[config.mk]
export PLATFORM = sky130hd
export DESIGN_NAME = vga_render_arbiter
export DESIGN_NICKNAME = d
export VERILOG_FILES = /design/src/rtl/vga_render_arbiter.sv
export SDC_FILE = /design/constraint.sdc
export NUM_CORES = 1
export LEC_CHECK = 0
export CORE_MARGIN = 2
export CORE_UTILIZATION = 35
export CTS_BUF_LIST = sky130_fd_sc_hd__clkbuf_16
export DETAILED_ROUTE_END_ITERATION = 7
export PLACE_DENSITY = 0.83
export SLEW_MARGIN = 20
export SYNTH_ARGS = -nofsm -noshare
export SYNTH_HDL_FRONTEND = slang
export SYNTH_SLANG_ARGS = --single-unit
[constraint.sdc]
create_clock -name i_px_clk -period 3.1 [get_ports i_px_clk]
set_input_delay 0.31 -clock i_px_clk [delete_from_list [all_inputs] [get_ports i_px_clk]]
set_output_delay 0.31 -clock i_px_clk [all_outputs]
set_load 0.03 [all_outputs]
[src/rtl/vga_render_arbiter.sv]
// Four-way render arbiter for a shared character/register memory: combinational
// address-phase grant, registered data selection, conflict statistics per frame.
module vga_render_arbiter #(
  parameter int ROTATE = 0,
  parameter int CNT_W  = 16
) (
  input  logic             i_px_clk,
  input  logic             i_reset,
  input  logic             i_frame_start,
  input  logic [3:0]       i_req,
  input  logic [7:0]       i_addr0,
  input  logic [7:0]       i_addr1,
  input  logic [7:0]       i_addr2,
  input  logic [7:0]       i_addr3,
  input  logic [7:0]       i_dout0,
  input  logic [7:0]       i_dout1,
  input  logic [7:0]       i_dout2,
  input  logic [7:0]       i_dout3,
  input  logic [2:0]       i_color0,
  input  logic [2:0]       i_color1,
  input  logic [2:0]       i_color2,
  input  logic [2:0]       i_color3,
  input  logic [1:0]       i_zoom0,
  input  logic [1:0]       i_zoom1,
  input  logic [1:0]       i_zoom2,
  input  logic [1:0]       i_zoom3,
  input  logic             i_h2a0,
  input  logic             i_h2a1,
  input  logic             i_h2a2,
  input  logic             i_h2a3,
  output logic [7:0]       o_mem_addr,
  output logic [3:0]       o_gnt,
  output logic [7:0]       o_px_dout,
  output logic [2:0]       o_px_color,
  output logic [1:0]       o_px_zoom,
  output logic             o_px_h2a,
  output logic             o_px_valid,
  output logic [CNT_W-1:0] o_conflict_count
);

  logic [7:0]       w_addr  [4];
  logic [7:0]       w_dout  [4];
  logic [2:0]       w_color [4];
  logic [1:0]       w_zoom  [4];
  logic             w_h2a   [4];

  logic [1:0]       r_ptr;
  logic [3:0]       r_gnt_q;
  logic [CNT_W-1:0] r_cnt;
  logic [CNT_W-1:0] r_conflict_count;
  logic [7:0]       r_px_dout;
  logic [2:0]       r_px_color;
  logic [1:0]       r_px_zoom;
  logic             r_px_h2a;
  logic             r_px_valid;

  logic [3:0]       w_gnt;
  logic [7:0]       w_sel_dout;
  logic [2:0]       w_sel_color;
  logic [1:0]       w_sel_zoom;
  logic             w_sel_h2a;
  logic [2:0]       w_nreq;
  logic             w_conflict;
  logic [CNT_W-1:0] w_cnt_next;

  assign w_addr  = '{i_addr0, i_addr1, i_addr2, i_addr3};
  assign w_dout  = '{i_dout0, i_dout1, i_dout2, i_dout3};
  assign w_color = '{i_color0, i_color1, i_color2, i_color3};
  assign w_zoom  = '{i_zoom0, i_zoom1, i_zoom2, i_zoom3};
  assign w_h2a   = '{i_h2a0, i_h2a1, i_h2a2, i_h2a3};

  // Search starts at r_ptr and walks upward modulo 4; first asserted request wins.
  always_comb begin
    logic [1:0] idx;
    logic       found;
    w_gnt = 4'b0000;
    found = 1'b0;
    idx   = 2'd0;
    for (int k = 0; k < 4; k++) begin
      idx = r_ptr + 2'(k);
      if (!found && i_req[idx]) begin
        w_gnt[idx] = 1'b1;
        found      = 1'b1;
      end
    end
  end

  always_comb begin
    o_mem_addr = 8'h00;
    for (int k = 0; k < 4; k++)
      if (w_gnt[k]) o_mem_addr = w_addr[k];
  end

  always_comb begin
    w_sel_dout  = 8'h00;
    w_sel_color = 3'b000;
    w_sel_zoom  = 2'b00;
    w_sel_h2a   = 1'b0;
    for (int k = 0; k < 4; k++) begin
      if (r_gnt_q[k]) begin
        w_sel_dout  = w_dout[k];
        w_sel_color = w_color[k];
        w_sel_zoom  = w_zoom[k];
        w_sel_h2a   = w_h2a[k];
      end
    end
  end

  assign w_nreq     = {2'b00, i_req[0]} + {2'b00, i_req[1]} + {2'b00, i_req[2]} + {2'b00, i_req[3]};
  assign w_conflict = (w_nreq >= 3'd2);
  assign w_cnt_next = (w_conflict && !(&r_cnt)) ? r_cnt + CNT_W'(1) : r_cnt;

  always_ff @(posedge i_px_clk or posedge i_reset) begin
    if (i_reset) begin
      r_ptr            <= 2'd0;
      r_gnt_q          <= 4'b0000;
      r_cnt            <= '0;
      r_conflict_count <= '0;
      r_px_dout        <= 8'h00;
      r_px_color       <= 3'b000;
      r_px_zoom        <= 2'b00;
      r_px_h2a         <= 1'b0;
      r_px_valid       <= 1'b0;
    end else begin
      if ((ROTATE != 0) && i_frame_start) r_ptr <= r_ptr + 2'd1;
      r_gnt_q    <= w_gnt;
      r_px_dout  <= w_sel_dout;
      r_px_color <= w_sel_color;
      r_px_zoom  <= w_sel_zoom;
      r_px_h2a   <= w_sel_h2a;
      r_px_valid <= |r_gnt_q;
      // The frame-start cycle's own conflict is folded into the reported count.
      if (i_frame_start) begin
        r_conflict_count <= w_cnt_next;
        r_cnt            <= '0;
      end else begin
        r_cnt <= w_cnt_next;
      end
    end
  end

  assign o_gnt            = w_gnt;
  assign o_px_dout        = r_px_dout;
  assign o_px_color       = r_px_color;
  assign o_px_zoom        = r_px_zoom;
  assign o_px_h2a         = r_px_h2a;
  assign o_px_valid       = r_px_valid;
  assign o_conflict_count = r_conflict_count;

endmodule

==> run metrics <==
Max-Cap Viols=0; final RePlAce weighted congestion=0.8041; Worst path max stage delay=0.59 ns; filler instances=563; final clock skew=0.004759 ns; drt pass-1 iters=4; Die ar.=0.007303 mm^2; pwr dens=441.5 mW/mm^2; std cell rows=29; cts hold-fix bufs=0; pre-CTS WS=0.3560 ns; area grow syn2layout=47.14%; DR WL/cell=13.45 um; IO Pins=138; FF-to-FF Start=r_cnt[0]; Most used DFF post-synth=dfrtp_1; number of synthesized register bits=49; Post-Syn Instances=223; r2r setup slk=1.07 ns; DR vias/cell=5.097; Overflow after GRT=0; share of flip-flops with an asynchronous set or reset=100.0%; Least-Margin Pin Slew=0.8547 ns; r2r endpoint=o_conflict_count[15]; initial antenna violation count=0; crit-path max FO=10; CP Buf/Inv Count=5; CP Depth=9; Crit path required time=2.79 ns; CTS tree=yes; antenna-violating nets left=0; Crit Path Category=input pin to output pin; layout cell share with drive strength beyond 1=6.390%; Hold Vio Cnt, Final=0; CTS Buf Count=5; largest net degree at the start of global routing=50; post-detail-place hpwl=3964 um; Routed WL=5245 um; Starting Density=36.36%; Core Util, Final=53.51%; CP Cell Sequence=clkdlybuf4s50_1 -> inv_1 -> ha_1 -> o21ai_1 -> buf_4 -> clkinv_1 -> nand2_1 -> nand2_1 -> clkdlybuf4s50_1; I/O Buffers=91; maximum vdd drop=0.0002954 V; first-pass GRT wire length=9239 um; DRC errors left=0; synth warn=2; GR Util All Layers=15.84%; Diodes inserted=0; Setup TNS=0 ns; period utilization=86.61%; clock root cell=clkbuf_16; R2R cell count=5; Max Fclk=0.3724 GHz; # nets final=412; most common cell after layout, fill and taps aside=clkdlybuf4s50_1; First DRT Iteration DRCs=120; CP arrival=2.37 ns; mapped cell area=0.002322 mm^2; Resize count post-CTS=0; Distinct cells, synth=47; unrepaired setup endpoints after global routing=no; Worst slew margin=42.90%; Max Slew Vio Count=0; Worst path top cell family by delay=buffers and inverters; launch point of the worst path=i_req[0]; worst-case clock buffer depth=2; status=finished clean; Post-synth EDFFs=0; post-synthesis sequential area ratio=52.80%; crit path launch type=input pin; Setup crit end kind=output pin; worst min path class=register to register; min Tclk post-route=2.685 ns; CORE AREA=0.006386 mm^2; vias=1988; worst setup margin=0.4150 ns; clk slew on worst S/H paths=0.06 ns; synthesized area per cell=10.41 um^2; WHS=0.4848 ns; Crit-path slowest cell=clkdlybuf4s50_1; die width=85.46 um; Critical Path End=o_mem_addr[6]; Die H=85.46 um; CTS sink count=49; postcts setup bufs=0; commonest cells after routing, fill and taps aside=clkdlybuf4s50_1 (91), dfrtp_1 (49), nand2_1 (28); CTS HTree Levels=2; Clock Latency Late Sink=0.28 ns; Leak=0.001456 uW; Setup Viol. Count Final=0; vias in the first global route=2065
==> metal layers <==
metal | part of all wire (%) | up-vias | routed length (um) | global-route usage, %
met1 | 44 | 930 | 2314 | 19.22
met3 | 5.8 | 7 | 302 | 5.156
met4 | 1.8 | 0 | 94 | 6.061
met5 | 0 | - | 0 | 0
li1 | - | 990 | - | -
met2 | 48 | 61 | 2533 | 26.21
==> final cells by class <==
type	instances	area, um^2	share of cell area (%)
Clock buffer	5	125.1	3.662
Clock inverter	2	11.26	0.3295
Inverter	7	27.53	0.8056
Multi-Input combinational cell	157	1005	29.40
Sequential cell	49	1226	35.88
Tap cell	77	96.34	2.819
Timing Repair Buffer	93	925.9	27.10
==> how the worst min path moves through the flow <==
| stage | from | slack, ns | depth (start not counted) | endpoint |
|---|---|---|---|---|
| CTS | o_conflict_count[11] | 0.49 | 2 | o_conflict_count[11] |
| floorplan | i_dout3[3] | 0.43 | 2 | o_px_dout[3] |
| global route | r_gnt_q[1] | 0.51 | 1 | o_px_valid |
| global placement | o_conflict_count[11] | 0.47 | 2 | o_conflict_count[11] |
| finish | o_conflict_count[11] | 0.48 | 2 | o_conflict_count[11] |
| detailed placement | r_gnt_q[1] | 0.47 | 1 | o_px_valid |
==> per-stage QoR <==
stage          instances  total power (uW)  instance area, um^2
2_1_floorplan        224             863.7                 2326
3_3_place_gp         383              1015                 3279
3_5_place_dp         383              1020                 3279
4_1_cts              390              1530                 3416
5_1_grt              390              1582                 3417
6_report             390              1509                 3417
==> flip-flops by register name, indices dropped and copies added (netlist names) <==
| signal | cells |
|---|---|
| o_conflict_count | 16 |
| o_px_dout | 8 |
| r_gnt_q | 2 |
| o_px_color | 3 |
| r_cnt | 16 |
| o_px_h2a | 1 |
| o_px_valid | 1 |
| o_px_zoom | 2 |
==> tightest hold or removal path: cells and delay by family, from the launching register on <==
family / cells / cell delay, ns
DFF: 1 / 0.35
AOI/OAI and AO/OA: 1 / 0.05
and+or+nand+nor: 1 / 0.05
==> cell families (layout without fill, tap and decap cells) <==
logic type	after synthesis	after routing	share of synthesized area [%]
other	1	2	0.1615
buffers and inverters	18	107	4.094
muxes	3	3	1.293
AOI/OAI and AO/OA	59	59	17.03
xor gates and xnor gates	1	1	0.3772
DFF	49	49	52.80
and+or+nand+nor	88	88	21.77
adders and majority gates	4	4	2.479
==> report_power, final <==
group	internal [uW]	total, uW	switching (uW)
Clock	291	503	212
Sequential	674	694	19.6
Combinational	149	312	163
Total	1110	1510	394
==> cell usage after synthesis (2+ instances only) <==
cell type  number  share of area (%)
dfrtp_1        49                 53
nor3_1          3               0.65
nand4_4         2                1.8
nor2_1         17                2.7
ha_1            3                1.6
mux2i_1         3                1.3
a21oi_1        13                2.8
inv_1           6               0.97
nand4_1         2               0.54
o21ai_0        12                2.6
or3_1           6                1.6
nand2_1        28                4.5
nor4_1          3               0.81
o31ai_1         4                1.3
nand3_1        12                2.6
clkbuf_1        5               0.81
a31oi_1        10                2.7
buf_4           2               0.65
or4_1           2               0.65
and4_2          2               0.86
a22o_1         13                4.9
Power figures use the tool's default switching activity.
